===== src/rtl/datasaver_fifo.sv =====
// datasaver_fifo: edge-triggered capture of data_i into a first-word-fall-through
// FIFO. Each 0->1 transition of saveflag queues one word; rd_en pops the head.
// Occupancy, full and a sticky overflow flag are reported. All state is reset
// synchronously by rst, including the storage array.
module datasaver_fifo #(
    parameter int WIDTH = 8,
    parameter int DEPTH = 4
) (
    input  logic                           clk,
    input  logic                           rst,
    input  logic                           saveflag,
    input  logic [WIDTH-1:0]               data_i,
    input  logic                           rd_en,
    input  logic                           clr_ovf,
    output logic [WIDTH-1:0]               data_o,
    output logic                           valid,
    output logic                           full,
    output logic [$clog2(DEPTH+1)-1:0]     count,
    output logic                           overflow
);

    localparam int AW = $clog2(DEPTH);
    localparam int CW = $clog2(DEPTH+1);
    localparam logic [CW-1:0] DEPTH_C = CW'(DEPTH);

    logic [WIDTH-1:0] mem_q [DEPTH];
    logic [AW-1:0]    wr_ptr_q, wr_ptr_d;
    logic [AW-1:0]    rd_ptr_q, rd_ptr_d;
    logic [CW-1:0]    count_q, count_d;
    logic             ovf_q, ovf_d;
    logic             sf_dly_q;

    logic             rise_s;
    logic             valid_s;
    logic             full_s;
    logic             rd_eff_s;
    logic             wr_s;
    logic             drop_s;

    // Strobe edge detect and the write/pop/drop qualifiers, all from registered state.
    always_comb begin
        rise_s   = saveflag & ~sf_dly_q;
        valid_s  = (count_q != {CW{1'b0}});
        full_s   = (count_q == DEPTH_C);
        rd_eff_s = rd_en & valid_s;
        wr_s     = rise_s & (~full_s | rd_eff_s);
        drop_s   = rise_s & full_s & ~rd_eff_s;
    end

    // Next-state for pointers, occupancy and the sticky overflow flag.
    always_comb begin
        wr_ptr_d = wr_ptr_q;
        rd_ptr_d = rd_ptr_q;
        count_d  = count_q;
        ovf_d    = ovf_q;
        if (wr_s) begin
            wr_ptr_d = wr_ptr_q + AW'(1);
        end else begin
            wr_ptr_d = wr_ptr_q;
        end
        if (rd_eff_s) begin
            rd_ptr_d = rd_ptr_q + AW'(1);
        end else begin
            rd_ptr_d = rd_ptr_q;
        end
        case ({wr_s, rd_eff_s})
            2'b10:   count_d = count_q + CW'(1);
            2'b01:   count_d = count_q - CW'(1);
            default: count_d = count_q;
        endcase
        // A drop in the same cycle as clr_ovf keeps the flag set.
        if (drop_s) begin
            ovf_d = 1'b1;
        end else if (clr_ovf) begin
            ovf_d = 1'b0;
        end else begin
            ovf_d = ovf_q;
        end
    end

    // Control state registers; the strobe history resets high so a strobe held
    // through reset release is not mistaken for a new edge.
    always_ff @(posedge clk) begin
        if (rst) begin
            wr_ptr_q <= {AW{1'b0}};
            rd_ptr_q <= {AW{1'b0}};
            count_q  <= {CW{1'b0}};
            ovf_q    <= 1'b0;
            sf_dly_q <= 1'b1;
        end else begin
            wr_ptr_q <= wr_ptr_d;
            rd_ptr_q <= rd_ptr_d;
            count_q  <= count_d;
            ovf_q    <= ovf_d;
            sf_dly_q <= saveflag;
        end
    end

    // Storage array: cleared on reset, written at the write pointer on a capture.
    always_ff @(posedge clk) begin
        if (rst) begin
            for (int i = 0; i < DEPTH; i++) begin
                mem_q[i] <= {WIDTH{1'b0}};
            end
        end else if (wr_s) begin
            mem_q[wr_ptr_q] <= data_i;
        end else begin
            mem_q[wr_ptr_q] <= mem_q[wr_ptr_q];
        end
    end

    // Outputs are taken directly from registered state (head word is fall-through).
    always_comb begin
        data_o   = mem_q[rd_ptr_q];
        valid    = valid_s;
        full     = full_s;
        count    = count_q;
        overflow = ovf_q;
    end

endmodule

===== config.mk =====
export PLATFORM = sky130hd
export DESIGN_NAME = datasaver_fifo
export DESIGN_NICKNAME = d
export VERILOG_FILES = /design/src/rtl/datasaver_fifo.sv
export SDC_FILE = /design/constraint.sdc
export NUM_CORES = 1
export LEC_CHECK = 0
export ABC_CLOCK_PERIOD_IN_PS = 2600
export BUFFER_PORTS_ARGS = -buffer_cell sky130_fd_sc_hd__buf_2
export CORE_ASPECT_RATIO = 1.2
export CORE_UTILIZATION = 42
export DETAILED_ROUTE_END_ITERATION = 7
export GPL_TIMING_DRIVEN = 0
export PLACE_DENSITY = 0.71
export SKIP_CTS_REPAIR_TIMING = 1
export SLEW_MARGIN = 20
export SYNTH_ARGS = -nofsm -noshare
export SYNTH_HDL_FRONTEND = slang
export SYNTH_SLANG_ARGS = --single-unit

===== constraint.sdc =====
create_clock -name clk -period 2.6 [get_ports clk]
set_clock_uncertainty 0.05 [all_clocks]
set_input_delay 0.52 -clock clk [delete_from_list [all_inputs] [get_ports clk]]
set_output_delay 0.52 -clock clk [all_outputs]
set_load 0.01 [all_outputs]

## Yosys cells after proc, flatten, opt, wreduce, memory -nomap -nowiden

Memory sizes are Yosys's and may differ from the RTL's. A register that Yosys moved wholly into a read port is not among the register bits.
Cells that the tools add are included.
W data, S select, Z words.

- Register bits: 9
- Bits in latches: 0
- Bits in writable memories: 32
- ROM bits: 0
- Bits of input ports: 13
- Output and inout bits: 14
- Logic and storage cells: 46
- Memories kept: 1

Memories:

| name | depth | width | read ports | clocked after memory_dff | wr ports | RTL line | RTL |
|---|---|---|---|---|---|---|---|
| mem_q | 4 | 8 | 1 | 1 | 4 | 26 | `logic [WIDTH-1:0] mem_q [DEPTH];` |

- Add/sub/neg operators: 4
- $mul: 0
- Div/mod/pow operators: 0
- Magnitude comparators: 0
- Equal/unequal tests: 4
- Shift-type cells: 0
- Mux-type cells: 17
- Bitwise logic cells: 10
- Reduce and logical (&&, ||, !) cells: 5

Operators with widths:

| operator | number |
|---|---|
| $mux W8 | 2 |
| $mux W1 | 11 |
| $reduce_or A8 Y1 | 1 |
| $mux W2 | 3 |
| $pmux W3 S2 | 1 |
| $and A1 B1 Y1 | 5 |
| $add A2 B1 Y2 const B | 2 |
| $reduce_bool A2 Y1 | 2 |
| $add A3 B1 Y3 const B | 1 |
| $eq A3 B3 Y1 const B | 1 |
| $not A1 Y1 | 3 |
| $reduce_bool A3 Y1 | 1 |
| $sub A3 B1 Y3 const B | 1 |
| $eq A2 B1 Y1 const B | 1 |
| $eq A2 B2 Y1 const B | 1 |
| $or A1 B1 Y1 | 2 |
| $reduce_and A2 Y1 | 1 |
| $ne A0 B0 Y1 | 1 |

## Logic depth before layout (Yosys ltp)

Gate-level depths: netlist of the first run.

- Depth after elaboration: 11
- Mapped depth: 6
- Gate-level depth less buffers: 6

## Worst setup path after synthesis of the first run

No wires, ideal clock.

- Path type: in2reg
- Start point: input rd_en
- End point: register count_q[2] (netlist: count[2])
- Library setup time: 0.121 ns
- Arrival: 1.787 ns
- Data required time: 2.429 ns
- Setup slack: 0.642 ns
- Stages on the path: 5
- Path buffers: 0
- Path through: o31a_1 > nand2_1 > fa_1 > o31ai_2 > mux2_4

- Longest elaborated chain between the ends: 5
- Elaborated cells between the ends (all ways): 7
- Classes of those cells: eq/ne: 2; mux: 1; bitwise: 3; reduce/logical: 1

Ends and longest elaborated chain:

| element | RTL line | RTL |
|---|---|---|
| start, declared | 13 | `input logic rd_en,` |
| $and A1 B1 Y1 (*) | 45 | `rd_eff_s = rd_en & valid_s;` |
| $or A1 B1 Y1 | 46 | `wr_s = rise_s & (~full_s \| rd_eff_s);` |
| $and A1 B1 Y1 | 46 |  |
| $eq A2 B1 Y1 or $eq A2 B2 Y1 (tied branches) | 66 | `case ({wr_s, rd_eff_s})` |
| $pmux W3 S2 or $reduce_bool A2 Y1 (tied branches) | - |  |
| end signal, assigned | 87 | `count_q <= {CW{1'b0}};` |
| end signal, assigned | 93 | `count_q <= count_d;` |
| end, declared | 29 | `logic [CW-1:0] count_q, count_d;` |

Every way passes the cells marked *; elsewhere a longest branch is shown, timed or not.
A chain may end at the register's enable or synchronous reset.

==> report_table.html, run 1 <==
<table>
<tr><th>Metric</th><th>Value</th></tr>
<tr><th colspan="2">Outcome</th></tr>
<tr><td>Outcome</td><td>finished, final reports clean</td></tr>
<tr><th colspan="2">STA</th></tr>
<tr><td>Worst relative slew slack</td><td>63.6%</td></tr>
<tr><td>Final setup viols</td><td>0</td></tr>
<tr><td>Fin crit period</td><td>2.16 ns</td></tr>
<tr><td>Max-slew violation total from the final report</td><td>0</td></tr>
<tr><td>Max Clock Freq</td><td>463 MHz</td></tr>
<tr><td>Final cycle utilization of the critical path</td><td>83.1%</td></tr>
<tr><td>Unrepaired setup endpoints after global routing</td><td>false</td></tr>
<tr><td>Tightest Pin Transition</td><td>0.545 ns</td></tr>
<tr><td>Total negative setup slack</td><td>0 ns</td></tr>
<tr><td>Final hold violation count</td><td>0</td></tr>
<tr><td>Setup WS post-layout</td><td>0.438 ns</td></tr>
<tr><th colspan="2">Floorplan</th></tr>
<tr><td>Vertical die dimension</td><td>76.1 µm</td></tr>
<tr><td>Io pins</td><td>27</td></tr>
<tr><td>FP Rows</td><td>26</td></tr>
<tr><td>DIE AREA</td><td>0.00485 mm²</td></tr>
<tr><td>Die width</td><td>63.8 µm</td></tr>
<tr><td>Initial Util</td><td>44.4%</td></tr>
<tr><td>Area of the core region</td><td>0.00433 mm²</td></tr>
<tr><th colspan="2">Synthesis</th></tr>
<tr><td>Fraction of post-synthesis cell area in the top cell type by area</td><td>50.0%</td></tr>
<tr><td>Synthesized-area fraction occupied by adder cells</td><td>1.04%</td></tr>
<tr><td>Commonest cells in the synthesized netlist</td><td>45 x sky130_fd_sc_hd__nor2_1, 32 x sky130_fd_sc_hd__edfxtp_1, 12 x sky130_fd_sc_hd__nand2b_1, 11 x sky130_fd_sc_hd__dfxtp_1, 8 x sky130_fd_sc_hd__mux4_2</td></tr>
<tr><td>Largest family of logic cells by synthesized area</td><td>simple AND/OR/NAND/NOR gates</td></tr>
<tr><td>Largest area contributor in the synthesized netlist</td><td>sky130_fd_sc_hd__edfxtp_1</td></tr>
<tr><td>Top FF cell, synth</td><td>sky130_fd_sc_hd__edfxtp_1</td></tr>
<tr><td>Ranking of synthesized cells by area</td><td>sky130_fd_sc_hd__edfxtp_1 50%, sky130_fd_sc_hd__dfxtp_1 11%, sky130_fd_sc_hd__mux4_2 9.4%, sky130_fd_sc_hd__nor2_1 8.8%, sky130_fd_sc_hd__nand2b_1 3.9%</td></tr>
<tr><td>Synth async-reset ratio</td><td>0%</td></tr>
<tr><td>Unique masters post-synth</td><td>34</td></tr>
<tr><td>Number of flops mapped to enable cells by yosys</td><td>32</td></tr>
<tr><td>Area of the mapped netlist</td><td>0.00192 mm²</td></tr>
<tr><td>Mean cell area of the mapped netlist</td><td>12.9 µm²</td></tr>
<tr><td>Synthesis-stage register bit count</td><td>43</td></tr>
<tr><td>Fraction of the yosys area taken by sequential cells</td><td>61.4%</td></tr>
<tr><td>Multiplexer area fraction after synthesis</td><td>11.3%</td></tr>
<tr><td>Most common cell in the synthesized netlist</td><td>sky130_fd_sc_hd__nor2_1</td></tr>
<tr><td>Compound-Gate Fraction of Synth Area</td><td>4.10%</td></tr>
<tr><td>Simple-Gate Fraction of Synth Area</td><td>17.1%</td></tr>
<tr><td>Xor and xnor fraction of the mapped netlist area</td><td>1.82%</td></tr>
<tr><td>Post-synthesis net count</td><td>163</td></tr>
<tr><td>Number of instances in the synthesized netlist</td><td>149</td></tr>
<tr><td>Number of warning messages in the yosys log</td><td>0</td></tr>
<tr><th colspan="2">Route</th></tr>
<tr><td>Detailed Routing Iterations Pass 1</td><td>4</td></tr>
<tr><td>Post-route DRC violation count</td><td>0</td></tr>
<tr><td>Wirelength per Cell</td><td>15.2 µm</td></tr>
<tr><td>Via-per-instance ratio</td><td>4.98</td></tr>
<tr><td>Total wire length</td><td>3.64 mm</td></tr>
<tr><td>Remaining number of nets flagged by the antenna check after routing</td><td>0</td></tr>
<tr><td>Via count</td><td>1191</td></tr>
<tr><td>DRT iter0 DRCs</td><td>48</td></tr>
<tr><th colspan="2">Power</th></tr>
<tr><td>Clock network power share</td><td>29.4%</td></tr>
<tr><td>Part of the total power dissipated in sequential elements</td><td>48.0%</td></tr>
<tr><td>Leak pwr</td><td>0.849 nW</td></tr>
<tr><td>Power density over the cells</td><td>773 mW/mm²</td></tr>
<tr><td>Net Sw Frac</td><td>26.8%</td></tr>
<tr><td>Portion of total power attributed to combinational logic</td><td>22.6%</td></tr>
<tr><td>Internal power summed over all cells</td><td>0.00126 W</td></tr>
<tr><td>Max rail drop VDD</td><td>0.000453 V</td></tr>
<tr><td>Power dissipated by switching net loads</td><td>0.000462 W</td></tr>
<tr><th colspan="2">Placed design</th></tr>
<tr><td>DP Cell Count</td><td>231</td></tr>
<tr><td>Post-Place Setup Slack</td><td>0.347 ns</td></tr>
<tr><td>Post-place instance area</td><td>0.00212 mm²</td></tr>
<tr><td>Placer's final routability congestion estimate</td><td>0.718</td></tr>
<tr><td>Count of buffers from port buffering</td><td>26</td></tr>
<tr><td>Half-perimeter wire length after detailed placement</td><td>2.53 mm</td></tr>
<tr><th colspan="2">Critical path</th></tr>
<tr><td>Number of buffers and inverters on the critical path</td><td>2</td></tr>
<tr><td>Data arrival time of the critical path</td><td>1.59 ns</td></tr>
<tr><td>Flop-to-flop setup slack</td><td>0.49 ns</td></tr>
<tr><td>CP most frequent cell</td><td>sky130_fd_sc_hd__buf_2</td></tr>
<tr><td>Terminus of the critical flop-to-flop path</td><td>mem_q[2][6]</td></tr>
<tr><td>Instance count on the critical path</td><td>3</td></tr>
<tr><td>Cells along the critical path</td><td>buf_2 -&gt; mux4_2 -&gt; buf_2</td></tr>
<tr><td>Worst EP required</td><td>2.03 ns</td></tr>
<tr><td>Startpoint of the lowest-slack register-to-register path</td><td>count[2]</td></tr>
<tr><td>Stage delay of the slowest cell on the critical path</td><td>0.56 ns</td></tr>
<tr><td>Category of the critical setup timing path</td><td>register to output pin</td></tr>
<tr><td>Kind of capture point of the worst setup path</td><td>output pin</td></tr>
<tr><td>Critical path's slowest cell</td><td>sky130_fd_sc_hd__mux4_2</td></tr>
<tr><td>CP max FO</td><td>8</td></tr>
<tr><td>Reg2reg path depth</td><td>4</td></tr>
<tr><td>Worst Setup Start Kind</td><td>register</td></tr>
<tr><td>Worst path top cell family by delay</td><td>multiplexers</td></tr>
<tr><th colspan="2">Clocking</th></tr>
<tr><td>Number of sinks handled by clock tree synthesis</td><td>43</td></tr>
<tr><td>TritonCTS clock tree</td><td>yes</td></tr>
<tr><td>Number of buffers inserted during clock tree synthesis</td><td>5</td></tr>
<tr><td>Max Root-Sink Buffers</td><td>2</td></tr>
<tr><td>CTS clock-pin slew for the worst setup and hold paths</td><td>0.08 ns</td></tr>
<tr><td>Clk Latency, worst-skew pair</td><td>0.30 ns</td></tr>
<tr><td>Root Driver</td><td>sky130_fd_sc_hd__clkbuf_8</td></tr>
<tr><td>H-tree levels</td><td>2</td></tr>
<tr><th colspan="2">Global routing</th></tr>
<tr><td>Vias in the first global route</td><td>1253</td></tr>
<tr><td>Total Routing Usage GR</td><td>16.8%</td></tr>
<tr><td>Total gr overflow</td><td>0</td></tr>
<tr><td>First-pass GRT wire length</td><td>5.95 mm</td></tr>
<tr><td>Number of antenna violations at the first check in global routing</td><td>0</td></tr>
<tr><td>Pin count of the biggest net entering global routing</td><td>14</td></tr>
<tr><th colspan="2">Min path</th></tr>
<tr><td>Worst Hold Launch</td><td>saveflag</td></tr>
<tr><td>Worst Hold Class</td><td>input port to register</td></tr>
<tr><td>Min-Delay Path Depth</td><td>2</td></tr>
<tr><td>Worst-case hold path end point</td><td>sf_dly_q</td></tr>
<tr><th colspan="2">Layout</th></tr>
<tr><td>Post-route insts no fill</td><td>239</td></tr>
<tr><td># diodes</td><td>0</td></tr>
<tr><td>Layout overhead on the synthesized area</td><td>16.0%</td></tr>
<tr><td>Fillers</td><td>383</td></tr>
<tr><td>Share of layout cells above drive strength 1</td><td>30.6%</td></tr>
<tr><td>Final standard cell area without fillers</td><td>0.00223 mm²</td></tr>
<tr><td>Layout Nets</td><td>196</td></tr>
<tr><th colspan="2">Job</th></tr>
<tr><td>Max-cap violations</td><td>0</td></tr>
</table>
power groups by stage:
stage	clock network, W	registers (W)	logic, W
6_report	0.000507	0.000826	0.000390
5_1_grt	0.000538	0.000835	0.000429
4_1_cts	0.000508	0.000828	0.000396
3_5_place_dp	0	0.000842	0.000395
3_3_place_gp	0	0.000838	0.000386
2_1_floorplan	0	0.000841	0.000277
flip-flops by register name, indices dropped and copies added (netlist names), named ones only:
register,cells
mem_q,32
count,3
rd_ptr_q,2
wr_ptr_q,2
overflow,1
sf_dly_q,1
per-stage QoR:
| stage | hold slack, ns | total power, W | util, % |
|---|---|---|---|
| floorplan | 0.435 | 0.00112 | - |
| global placement | 0.423 | 0.00122 | 49.1 |
| detailed placement | 0.432 | 0.00124 | 49.1 |
| CTS | 0.385 | 0.00173 | 51.6 |
| global route | 0.381 | 0.00180 | 51.6 |
| finish | 0.388 | 0.00172 | 51.6 |
worst max path at each step:
stage	slack, ns	startpoint	end
finish	0.44	register	data_o[1]
global route	0.34	register	data_o[1]
CTS	0.40	register	data_o[1]
detailed placement	0.35	saveflag	mem_q[0][2]
global placement	0.37	rd_en	count[2]
floorplan	0.64	rd_en	count[2]
layer usage:
metal / track usage [%] / share of wire, % / routed length, µm
met5: 0 / 0 / 0
met4: 6.82 / 1.6 / 59
met3: 4.19 / 3.9 / 141
met2: 29.4 / 52 / 1910
met1: 19.3 / 42 / 1530
cell type report:
| class | count | area, µm² | area share (%) |
|---|---|---|---|
| plain buffers | 7 | 42.5 | 1.91 |
| clock buffers | 5 | 68.8 | 3.08 |
| clock inverters | 3 | 38.8 | 1.74 |
| inverters | 5 | 18.8 | 0.841 |
| multi-input cells | 94 | 681 | 30.5 |
| flip-flops and latches | 43 | 1180 | 52.9 |
| well taps | 56 | 70.1 | 3.14 |
| repair buffers | 26 | 130 | 5.83 |
logic make-up after synthesis:
group                      Yosys count
and+or+nand+nor                     70
DFF                                 43
buffers and inverters               12
muxes                               11
AOI/OAI and AO/OA                    8
xor gates and xnor gates             4
adders and majority gates            1
layout by cell type (no fill, tap or decap), drive strengths merged, types with 2 or more instances in the layout:
| cell type | count |
|---|---|
| nor2 | 46 |
| edfxtp | 32 |
| buf | 31 |
| nand2b | 12 |
| dfxtp | 11 |
| mux4 | 8 |
| clkbuf | 7 |
| inv | 5 |
| or3 | 3 |
| xnor2 | 3 |
| mux2 | 3 |
| nand2 | 2 |
| o21ai | 2 |
| a21oi | 2 |
| clkinv | 2 |
Power figures use the tool's default switching activity.
==> inputs of run 2 (changes only) <==
--- a/config.mk
+++ b/config.mk
@@ -5,13 +5,13 @@
 export SDC_FILE = /design/constraint.sdc
 export NUM_CORES = 1
 export LEC_CHECK = 0
-export ABC_CLOCK_PERIOD_IN_PS = 2600
+export ABC_CLOCK_PERIOD_IN_PS = 1750
 export BUFFER_PORTS_ARGS = -buffer_cell sky130_fd_sc_hd__buf_2
 export CORE_ASPECT_RATIO = 1.2
 export CORE_UTILIZATION = 42
 export DETAILED_ROUTE_END_ITERATION = 7
 export GPL_TIMING_DRIVEN = 0
-export PLACE_DENSITY = 0.71
+export PLACE_DENSITY = 0.74
 export SKIP_CTS_REPAIR_TIMING = 1
 export SLEW_MARGIN = 20
 export SYNTH_ARGS = -nofsm -noshare
==> constraint.sdc (replaced) <==
create_clock -name clk -period 1.75 [get_ports clk]
set_clock_uncertainty 0.05 [all_clocks]
set_input_delay 0.35 -clock clk [delete_from_list [all_inputs] [get_ports clk]]
set_output_delay 0.35 -clock clk [all_outputs]
set_load 0.01 [all_outputs]
==> run 2 against run 1 <==
The run now ends with negative setup slack left. Sequential power rose by 51%. Setup slack got worse by 0.52 ns. Critical endpoint is now data_o[3]. Power rose by 57%.
==> report_table.html, run 2 (synthesized netlist as in run 1, its figures left out) <==
<table>
<tr><th>Metric</th><th>Value</th></tr>
<tr><th colspan="2">Layout</th></tr>
<tr><td>Layout Nets</td><td>204</td></tr>
<tr><td>Highest-count cells in the layout ignoring fill and taps</td><td>43 x sky130_fd_sc_hd__nor2_1, 32 x sky130_fd_sc_hd__edfxtp_1, 21 x sky130_fd_sc_hd__buf_2</td></tr>
<tr><td>Share of layout cells above drive strength 1</td><td>41.9%</td></tr>
<tr><td>Most common cell after layout, fill and taps aside</td><td>sky130_fd_sc_hd__nor2_1</td></tr>
<tr><td>Area of all sequential standard cells</td><td>0.00119 mm²</td></tr>
<tr><td># diodes</td><td>0</td></tr>
<tr><td>Most flops, register</td><td>mem_q</td></tr>
<tr><td>Layout overhead on the synthesized area</td><td>26.4%</td></tr>
<tr><td>Fillers</td><td>354</td></tr>
<tr><td>Number of flip-flops under the largest register name</td><td>32</td></tr>
<tr><td>Total area of multi-input combinational cells</td><td>732 µm²</td></tr>
<tr><td>Final standard cell area without fillers</td><td>0.00243 mm²</td></tr>
<tr><th colspan="2">STA</th></tr>
<tr><td>Final setup viols</td><td>12</td></tr>
<tr><td>Total negative setup slack</td><td>-0.619 ns</td></tr>
<tr><td>Final cycle utilization of the critical path</td><td>105%</td></tr>
<tr><td>Max-slew violation total from the final report</td><td>0</td></tr>
<tr><td>Final hold violation count</td><td>0</td></tr>
<tr><td>Tightest Pin Transition</td><td>0.460 ns</td></tr>
<tr><td>Max Clock Freq</td><td>545 MHz</td></tr>
<tr><td>Fin crit period</td><td>1.84 ns</td></tr>
<tr><td>Setup WS post-layout</td><td>-0.0852 ns</td></tr>
<tr><td>Worst relative slew slack</td><td>69.4%</td></tr>
<tr><td>Unrepaired setup endpoints after global routing</td><td>true</td></tr>
<tr><th colspan="2">Critical path</th></tr>
<tr><td>Category of the critical setup timing path</td><td>register to output pin</td></tr>
<tr><td>CP max FO</td><td>8</td></tr>
<tr><td>Flop-to-flop setup slack</td><td>0 ns</td></tr>
<tr><td>Reg2reg path depth</td><td>5</td></tr>
<tr><td>Terminus of the critical flop-to-flop path</td><td>mem_q[0][4]</td></tr>
<tr><td>Critical path's slowest cell</td><td>sky130_fd_sc_hd__mux4_2</td></tr>
<tr><td>Cells along the critical path</td><td>buf_12 -&gt; mux4_2 -&gt; buf_6</td></tr>
<tr><td>Worst Setup Start Kind</td><td>register</td></tr>
<tr><td>Stage delay of the slowest cell on the critical path</td><td>0.51 ns</td></tr>
<tr><td>Kind of capture point of the worst setup path</td><td>output pin</td></tr>
<tr><td>Startpoint of the lowest-slack register-to-register path</td><td>count[2]</td></tr>
<tr><td>Worst EP required</td><td>1.35 ns</td></tr>
<tr><td>Data arrival time of the critical path</td><td>1.44 ns</td></tr>
<tr><th colspan="2">Placed design</th></tr>
<tr><td>Post-Place Setup Slack</td><td>-0.306 ns</td></tr>
<tr><td>Count of buffers from port buffering</td><td>26</td></tr>
<tr><td>Placer's final routability congestion estimate</td><td>0.698</td></tr>
<tr><td>Half-perimeter wire length after detailed placement</td><td>2.29 mm</td></tr>
<tr><td>Post-place instance area</td><td>0.00213 mm²</td></tr>
<tr><th colspan="2">Route</th></tr>
<tr><td>Total wire length</td><td>3.60 mm</td></tr>
<tr><td>Remaining number of nets flagged by the antenna check after routing</td><td>0</td></tr>
<tr><td>Detailed Routing Iterations Pass 1</td><td>4</td></tr>
<tr><td>Via-per-instance ratio</td><td>4.98</td></tr>
<tr><td>Post-route DRC violation count</td><td>0</td></tr>
<tr><td>Via count</td><td>1229</td></tr>
<tr><td>DRT iter0 DRCs</td><td>56</td></tr>
<tr><td>Wirelength per Cell</td><td>14.6 µm</td></tr>
<tr><th colspan="2">Min path</th></tr>
<tr><td>Worst Hold Launch</td><td>saveflag</td></tr>
<tr><td>Worst-case hold path end point</td><td>sf_dly_q</td></tr>
<tr><td>Worst Hold Class</td><td>input port to register</td></tr>
<tr><td>Min-Delay Path Depth</td><td>2</td></tr>
<tr><th colspan="2">Floorplan</th></tr>
<tr><td>DIE AREA</td><td>0.00485 mm²</td></tr>
<tr><td>Vertical die dimension</td><td>76.1 µm</td></tr>
<tr><td>Io pins</td><td>27</td></tr>
<tr><td>Initial Util</td><td>44.4%</td></tr>
<tr><td>Die width</td><td>63.8 µm</td></tr>
<tr><td>Area of the core region</td><td>0.00433 mm²</td></tr>
<tr><td>FP Rows</td><td>26</td></tr>
<tr><th colspan="2">Job</th></tr>
<tr><td>Max-cap violations</td><td>0</td></tr>
<tr><th colspan="2">Clocking</th></tr>
<tr><td>Number of buffers inserted during clock tree synthesis</td><td>5</td></tr>
<tr><td>H-tree levels</td><td>2</td></tr>
<tr><td>Clk Latency, worst-skew pair</td><td>0.29 ns</td></tr>
<tr><td>Max Root-Sink Buffers</td><td>2</td></tr>
<tr><td>CTS clock-pin slew for the worst setup and hold paths</td><td>0.08 ns</td></tr>
<tr><td>Number of sinks handled by clock tree synthesis</td><td>43</td></tr>
<tr><td>Root Driver</td><td>sky130_fd_sc_hd__clkbuf_8</td></tr>
<tr><td>TritonCTS clock tree</td><td>yes</td></tr>
<tr><th colspan="2">Outcome</th></tr>
<tr><td>Outcome</td><td>finished with violations</td></tr>
<tr><td>Failing checks</td><td>negative setup slack</td></tr>
<tr><th colspan="2">Power</th></tr>
<tr><td>Power density over the cells</td><td>1110 mW/mm²</td></tr>
<tr><td>Max rail drop VDD</td><td>0.000595 V</td></tr>
<tr><td>Leak pwr</td><td>0.943 nW</td></tr>
<tr><th colspan="2">Global routing</th></tr>
<tr><td>Pin count of the biggest net entering global routing</td><td>15</td></tr>
<tr><td>First-pass GRT wire length</td><td>5.58 mm</td></tr>
<tr><td>Vias in the first global route</td><td>1226</td></tr>
<tr><td>Total Routing Usage GR</td><td>15.4%</td></tr>
<tr><td>Number of antenna violations at the first check in global routing</td><td>0</td></tr>
<tr><td>Total gr overflow</td><td>0</td></tr>
</table>
-- run 2: cell type report --
class	instances	area share (%)
multi-input cells	94	30.1
inverters	5	0.772
clock inverters	3	1.80
plain buffers	6	2.83
flip-flops and latches	43	49.0
repair buffers	35	9.73
well taps	56	2.88
clock buffers	5	2.83
-- run 2: report_power, final --
part	internal [W]	switching [W]	total, W
sequential	0.00119	0.0000653	0.00125
clock	0.000425	0.000346	0.000771
combinational	0.000373	0.000309	0.000681
total	0.00198	0.000720	0.00270
-- run 2: worst max-delay path by stage --
stage / start / endpoint / cells after the start
5_1_grt: register / data_o[4] / 3
6_report: register / data_o[3] / 3
3_3_place_gp: saveflag / mem_q[1][1] / 6
3_5_place_dp: saveflag / mem_q[0][1] / 6
2_1_floorplan: count[2] / mem_q[1][0] / 5
4_1_cts: count[2] / mem_q[0][4] / 5
-- run 2: metrics by stage --
stage / power [W] / hold slack (ns) / utilization, % / cells
6_report: 0.00270 / 0.218 / 56.2 / 247
5_1_grt: 0.00281 / 0.226 / 56.2 / 247
4_1_cts: 0.00260 / 0.212 / 51.9 / 239
3_5_place_dp: 0.00185 / 0.432 / 49.3 / 231
3_3_place_gp: 0.00183 / 0.419 / 49.3 / 231
2_1_floorplan: 0.00167 / 0.407 / - / 149
-- run 2: metal layers --
metal  GRT usage (%)  up-vias  part of all wire (%)
met3            3.89        9                   3.8
met5               0        -                     0
met2            27.7       33                    54
met1            16.6      586                    40
met4            7.27        0                   2.0
li1                -      601                     -
-- run 2: worst max-delay path: cells and delay by family (launching register included) --
family,cells,cell delay (ns)
flops,1,0.35
mux,1,0.51
buf+inv,2,0.28
